### src/rtl/ingress_rr_arbiter.sv
// Packet-level round-robin arbiter feeding one AXI-Stream disassembler input from N_PORTS sources.
// Optional per-port completed-packet counters are compiled in with `define ARB_PKT_STATS_EN.
module ingress_rr_arbiter #(
    parameter int PHIT_SIZE = 512,
    parameter int N_PORTS   = 2,
    parameter int ID_W      = 3,
    parameter int CNT_W     = 32
) (
    input  logic                           clk,
    input  logic                           rst,
`ifdef ARB_PKT_STATS_EN
    input  logic                           stats_clr,
    output logic [N_PORTS*CNT_W-1:0]       pkt_count,
`endif
    input  logic [N_PORTS*PHIT_SIZE-1:0]   s_tdata,
    input  logic [N_PORTS*PHIT_SIZE/8-1:0] s_tkeep,
    input  logic [N_PORTS-1:0]             s_tvalid,
    input  logic [N_PORTS-1:0]             s_tlast,
    output logic [N_PORTS-1:0]             s_tready,
    output logic [PHIT_SIZE-1:0]           m_tdata,
    output logic [PHIT_SIZE/8-1:0]         m_tkeep,
    output logic                           m_tvalid,
    output logic                           m_tlast,
    input  logic                           m_tready,
    input  logic                           pause_in,
    output logic [ID_W-1:0]                grant_id,
    output logic                           busy
);

    localparam int KEEP_W = PHIT_SIZE / 8;

    if ((1 << ID_W) < N_PORTS || N_PORTS < 2 || N_PORTS > 8 || CNT_W < 1) begin : g_bad_params
        $error("ingress_rr_arbiter: invalid N_PORTS/ID_W/CNT_W combination");
    end

    typedef enum logic [0:0] {
        ST_IDLE = 1'b0,
        ST_LOCK = 1'b1
    } state_t;

    // Handshake: a beat moves on either side only in a cycle where valid && ready;
    // in LOCK the granted source sees m_tready directly, every other source sees 0.
    state_t            state;
    state_t            state_nxt;
    logic [ID_W-1:0]   grant_q;
    logic [ID_W-1:0]   grant_nxt;
    logic [ID_W-1:0]   rr_ptr;
    logic [ID_W-1:0]   rr_ptr_nxt;

    logic              req_found;
    logic [ID_W-1:0]   req_pick;

    logic [PHIT_SIZE-1:0] sel_tdata;
    logic [KEEP_W-1:0]    sel_tkeep;
    logic                 sel_tvalid;
    logic                 sel_tlast;
    logic                 pkt_done;

    // Mux of the currently granted port; grant_q never exceeds N_PORTS-1.
    always_comb begin
        sel_tdata  = '0;
        sel_tkeep  = '0;
        sel_tvalid = 1'b0;
        sel_tlast  = 1'b0;
        for (int i = 0; i < N_PORTS; i++) begin
            if (grant_q == ID_W'(i)) begin
                sel_tdata  = s_tdata[i*PHIT_SIZE +: PHIT_SIZE];
                sel_tkeep  = s_tkeep[i*KEEP_W +: KEEP_W];
                sel_tvalid = s_tvalid[i];
                sel_tlast  = s_tlast[i];
            end
        end
    end

    // Rotating search: offset k from rr_ptr, wrapped inside 0..N_PORTS-1 so
    // a non-power-of-two port count never touches a nonexistent port.
    always_comb begin
        req_found = 1'b0;
        req_pick  = '0;
        for (int k = 0; k < N_PORTS; k++) begin
            for (int i = 0; i < N_PORTS; i++) begin
                if (!req_found && s_tvalid[i] &&
                    ((int'(rr_ptr) + k) % N_PORTS) == i) begin
                    req_found = 1'b1;
                    req_pick  = ID_W'(i);
                end
            end
        end
    end

    assign pkt_done = (state == ST_LOCK) && sel_tvalid && m_tready && sel_tlast;

    always_comb begin
        state_nxt  = state;
        grant_nxt  = grant_q;
        rr_ptr_nxt = rr_ptr;
        case (state)
            ST_IDLE: begin
                if (!pause_in && req_found) begin
                    state_nxt = ST_LOCK;
                    grant_nxt = req_pick;
                end
            end
            ST_LOCK: begin
                if (pkt_done) begin
                    state_nxt  = ST_IDLE;
                    rr_ptr_nxt = (grant_q == ID_W'(N_PORTS - 1)) ? '0 : grant_q + ID_W'(1);
                end
            end
            default: begin
                state_nxt = ST_IDLE;
            end
        endcase
    end

    always_ff @(posedge clk) begin
        if (rst) begin
            state   <= ST_IDLE;
            grant_q <= '0;
            rr_ptr  <= '0;
        end else begin
            state   <= state_nxt;
            grant_q <= grant_nxt;
            rr_ptr  <= rr_ptr_nxt;
        end
    end

    always_comb begin
        m_tdata  = '0;
        m_tkeep  = '0;
        m_tvalid = 1'b0;
        m_tlast  = 1'b0;
        s_tready = '0;
        if (state == ST_LOCK) begin
            m_tdata  = sel_tdata;
            m_tkeep  = sel_tkeep;
            m_tvalid = sel_tvalid;
            m_tlast  = sel_tlast;
            for (int i = 0; i < N_PORTS; i++) begin
                if (grant_q == ID_W'(i)) begin
                    s_tready[i] = m_tready;
                end
            end
        end
    end

    assign grant_id = grant_q;
    assign busy     = (state == ST_LOCK);

`ifdef ARB_PKT_STATS_EN
    // Clear beats a coincident increment; counters wrap naturally at 2**CNT_W.
    always_ff @(posedge clk) begin
        if (rst || stats_clr) begin
            pkt_count <= '0;
        end else if (pkt_done) begin
            for (int i = 0; i < N_PORTS; i++) begin
                if (grant_q == ID_W'(i)) begin
                    pkt_count[i*CNT_W +: CNT_W] <= pkt_count[i*CNT_W +: CNT_W] + CNT_W'(1);
                end
            end
        end
    end
`endif

endmodule

### config.mk
export PLATFORM = sky130hd
export DESIGN_NAME = ingress_rr_arbiter
export DESIGN_NICKNAME = d
export VERILOG_FILES = /design/src/rtl/ingress_rr_arbiter.sv
export SDC_FILE = /design/constraint.sdc
export NUM_CORES = 1
export LEC_CHECK = 0
export ABC_CLOCK_PERIOD_IN_PS = 1600
export CAP_MARGIN = 20
export CORE_AREA = 2 2 680 682
export CTS_CLUSTER_SIZE = 40
export DETAILED_ROUTE_END_ITERATION = 6
export DIE_AREA = 0 0 682 684
export PLACE_DENSITY = 0.3
export SLEW_MARGIN = 20
export SYNTH_ARGS = -nofsm -noshare
export SYNTH_HDL_FRONTEND = slang
export SYNTH_SLANG_ARGS = --single-unit
### constraint.sdc
create_clock -name clk -period 1.6 [get_ports clk]
set_input_delay 0.32 -clock clk [delete_from_list [all_inputs] [get_ports clk]]
set_output_delay 0.32 -clock clk [all_outputs]
set_load 0.02 [all_outputs]
## Word level (Yosys, flattened, before mapping)

Cells that the tools add are included.

- Memories: 0
- Bits in read-only memories: 0
- Register bits: 5
- Bits of input ports: 1160
- Output and inout bits: 584
- RAM bits: 0
- Word-level logic and storage cells: 55
- Latch bits: 0

- Div/mod/pow operators: 0
- Multiply operators: 0
- Magnitude comparators: 0
- Add/sub/neg operators: 2
- Shift-type cells: 0
- Equality and inequality tests: 2
- Mux-type cells: 26
- Reduce and logical (&&, ||, !) cells: 20
- Bitwise operators: 2

Operators by type and width:

| cell | count |
|---|---|
| 2-to-1 mux 512 bit | 3 |
| 2-to-1 mux 64 bit | 3 |
| logical NOT 32 bit | 2 |
| 2-to-1 mux 1 bit | 16 |
| logical AND 1 bit | 11 |
| 2-to-1 mux 3 bit | 2 |
| logical NOT 1 bit | 4 |
| AND reduction 2 bit | 2 |
| equality test 3 x 1 -> 1 bit, second input constant | 1 |
| logical NOT 3 bit | 1 |
| adder 1 bit, second input constant | 2 |
| equality test 2 bit, second input constant | 1 |
| 2-to-1 mux 2 bit | 1 |
| one-hot mux 1 bit (2 select lines) | 1 |
| bitwise AND 1 bit, first input constant | 1 |
| NOT 1 bit | 1 |

## Depth between registers and ports, before layout

Gate-level depths: netlist (run 1).

- Depth in word-level cells: 18
- Gate-level depth with buffers: 6
- Gate-level depth less buffers: 3

## Worst setup path after synthesis (run 1)

OpenSTA, ideal clock, no wires.

- Path kind: register to output
- Start: reg grant_q[0] (netlist: grant_id[0])
- End: out m_tdata[315]
- Cell stages (with the launch flop): 7
- Setup slack: -245 ps
- Arrival: 1525 ps
- Data required time: 1280 ps
- Path buffers: 4
- Cells stage by stage: dfxtp_1 > buf_2 > buf_4 > buf_4 > buf_6 > mux2i_1 > nor2b_1

- Word-level cells in the longest chain between the ends: 4
- Elaborated cells between the ends (all ways): 5
- Those cells by class: eq/ne (1); mux (3); reduce/logical (1)

Ends and longest elaborated chain:

| what | line | source |
|---|---|---|
| from (decl) | 45 | `logic [ID_W-1:0] grant_q;` |
| from (signal assigned) | 123 | `grant_q <= grant_nxt;` |
| logical NOT 3 bit | 66 | `if (grant_q == ID_W'(i)) begin` |
| 2-to-1 mux 512 bit | 66 |  |
| 2-to-1 mux 512 bit * | 66 |  |
| 2-to-1 mux 512 bit * | 134 | `if (state == ST_LOCK) begin` |
| to (decl) | 20 | `output logic [PHIT_SIZE-1:0] m_tdata,` |

Every way passes the cells marked *; elsewhere a longest branch is shown, timed or not.

## Worst setup path after layout (run 1)

- Start: reg grant_q[0] (netlist: grant_id[0])
- End: out m_tkeep[23]

- Word-level cells in the longest chain between the ends: 4
- Elaborated cells between the ends (all ways): 5
- Those cells by class: eq/ne (1); mux (3); reduce/logical (1)

Ends and longest elaborated chain:

| what | line | source |
|---|---|---|
| logical NOT 3 bit | 66 |  |
| 2-to-1 mux 64 bit | 66 |  |
| 2-to-1 mux 64 bit * | 66 |  |
| 2-to-1 mux 64 bit * | 134 |  |
| to (decl) | 21 | `output logic [PHIT_SIZE/8-1:0] m_tkeep,` |

Marks and branches as above.

==> summary.txt, run 1 <==
Timing
  • Setup violators final: 585
  • Slew headroom: 66.5%
  • RSZ-0062 raised after global routing: yes
  • Tmin final: 2320 ps
  • Slew @ Worst Pin: 488 ps
  • Endpoints failing hold: 0
  • Max Clock Skew: 3.83 ps
  • Final period utilization: 145%
  • Setup ws final: -717 ps
  • Final slew viol count: 0
  • Peak Freq: 432 MHz

Cells and area
  • Nets@finish: 4,417
  • Layout cell share with drive strength beyond 1: 45.8%
  • Fin util: 9.71%
  • Post-Layout Inst Area: 44,500 µm²
  • Area delta synth->final: 333%

Yosys
  • Register area share after synthesis: 0.584%
  • Avg Inst Size Synth: 7.86 µm²
  • Top cells by count, synth: nor2b_1, mux2i_1, clkbuf_1
  • Share of the synthesized area in the top cell type: 56.3%
  • Most common cell in the netlist: nor2b_1
  • Post-synth ARST share: 0%
  • Count of cell types in the netlist: 19
  • Mapped cell area: 10,300 µm²
  • Largest cells by area after synthesis: mux2i_1, nor2b_1, clkbuf_1
  • Post-synth top flop: dfxtp_1
  • Yosys reg bits: 3
  • Synth area leader: mux2i_1
  • EDFF count, synth: 0
  • Yosys warnings: 0
  • Synthesized instance count: 1,308

Floorplanning
  • Die Wd: 682 µm
  • Row count: 249
  • Die area: 466,000 µm²
  • IO Count: 1,744
  • Initial Util: 2.24%
  • Die Height: 684 µm
  • Placeable Area: 459,000 µm²

Global route
  • Gr ovfl total: 0
  • Largest net degree at the start of global routing: 46
  • Number of global-route vias before repair: 20,136
  • Initial antenna violation count: 463
  • First-pass GRT wire length: 373,000 µm
  • Global-route usage over all layers: 13.5%

Setup path
  • Critical-path cell list: buf_12 > buf_16 > buf_16 > buf_12 > mux2i_4 > buf_12 > nor2b_4 > buf_12
  • Worst-path fanout max: 9
  • Crit path max-delay cell type: dfxtp_4
  • Crit path capture type: output port
  • Reg2reg setup slack: -450 ps
  • CP delay by family, top: buffers and inverters
  • Worst Path Arrival: 2000 ps
  • CP peak stage delay: 350 ps
  • Most frequent cell on the critical path: buf_12
  • Kind of critical path: reg2out
  • Crit path required time: 1280 ps
  • Startpoint types: flop
  • Worst Path Buf+Inv: 6

Min path
  • Worst min path class: reg2reg

Detailed routing
  • WL/cell: 34.6 µm
  • # DRC: 0
  • DRT iter0 DRCs: 900
  • Routed WL: 330,000 µm
  • ANT nets after route: 0
  • Vias per std cell: 2.15
  • Pre-antenna DRT Iters: 5
  • Vias: 20,499

CTS
  • Worst skew pair latency: 230 ps
  • Clock Tree Root: clkbuf_16
  • Bufs on Longest Clock Path: 2
  • H-tree depth: 1
  • CTS Buf Count: 3
  • Clock slew at reported path FFs: 30 ps
  • CTS tree: built
  • Clk sinks: 3

Placed design
  • Area after DPL: 41,000 µm²
  • HPWL after DPL: 312,000 µm
  • Port-buffer cells: 1,741
  • RD Place Congestion: 0.894

Power and ir drop
  • Pleak: 14.6 nW
  • Total design power: 15.4 mW
  • Worst vdd ir: 0.230 mV
  • PD cells: 345 nW/µm²

Status
  • Failing checks: negative setup slack
  • Status: complete, but fails checks

Job
  • Max Cap Violations: 0
tightest hold or removal path: cells and delay by family, from the launching register on:
kind | cells | cell delay, ps
DFF | 1 | 310
muxes | 1 | 140
and+or+nand+nor | 1 | 120
final timing paths:
| kind | from | to | cells after the start |
|---|---|---|---|
| max | grant_id[0]$_SDFFE_PP0P_ | m_tkeep[23] | 8 |
| min | rr_ptr[0]$_SDFFE_PP0P_ | rr_ptr[0]$_SDFFE_PP0P_ | 2 |
| min reg2reg | rr_ptr[0]$_SDFFE_PP0P_ | rr_ptr[0]$_SDFFE_PP0P_ | 2 |
| max reg2reg | grant_id[0]$_SDFFE_PP0P_ | rr_ptr[0]$_SDFFE_PP0P_ | 8 |
repair_timing:
item	CTS	global route
hold buffers	0	0
gates cloned	15	7
setup endpoints to repair	585	585
gates resized for setup	774	332
setup buffers	49	42
logic make-up after synthesis:
logic type | after synthesis | share of synthesized area (%)
other cells | 1 | 0.0365
flops | 3 | 0.584
simple gates | 590 | 35.8
compound gates | 3 | 0.195
mux | 579 | 56.4
buf+inv | 132 | 6.94
per-layer routing:
metal	track usage [%]	vias up	share of wire [%]
li1	-	8513	-
met1	12.5	9284	32
met2	23.7	1616	48
met3	10.9	764	18
met4	1.03	322	1.8
met5	0	-	0.67
where the power goes:
group / leakage (nW) / internal (mW) / total, mW / switching, mW
Combinational: 14.6 / 8.04 / 14.9 / 6.84
Sequential: 0.0259 / 0.0804 / 0.0914 / 0.0110
Clock: 0.0389 / 0.329 / 0.402 / 0.0725
cell type report:
type / count / area (µm²)
Timing Repair Buffer: 2075 / 22700
Fill cell: 53071 / 414000
Antenna cell: 118 / 295
Sequential cell: 3 / 67.6
Multi-Input combinational cell: 1174 / 13700
Tap cell: 6149 / 7690
Clock buffer: 4 / 78.8
placed cells by master (no fill, tap or decap), drive strengths merged:
cell | netlist | final
conb | 1 | 2
nor2b | 579 | 579
nor2 | 4 | 4
nand3 | 1 | 1
nand2b | 2 | 2
a21oi | 1 | 1
bufbuf | 0 | 2
clkdlybuf4s15 | 0 | 14
and3 | 1 | 1
nand2 | 1 | 1
dlymetal6s2s | 0 | 3
diode | 0 | 118
a21bo | 1 | 1
o21ai | 1 | 1
dlygate4sd2 | 0 | 217
and4bb | 1 | 1
mux2i | 578 | 578
clkdlybuf4s50 | 0 | 1164
or4 | 1 | 1
buf | 68 | 649
clkbuf | 64 | 30
dfxtp | 3 | 3
mux2 | 1 | 1
state kept, by name (all words and copies together) (netlist names):
register and cells:
busy 1, grant_id 1, rr_ptr 1
metrics by stage:
step	hold WS [ps]	setup WS (ps)	setup TNS, ps	cells
final	605	-717	-314860	9523
after global routing	656	-741	-346620	9435
after floorplan	382	-170	-35850	1309
after global placement	582	-867	-271490	9302
after detailed placement	592	-873	-274330	9302
after CTS	605	-740	-341330	9366
Power figures use the tool's default switching activity.
==> run 2, diff against run 1 <==
- RECOVER_POWER: default -> 50
==> results of run 2 <==
The final DEF is identical to that of run 1; final timing and power are the same.
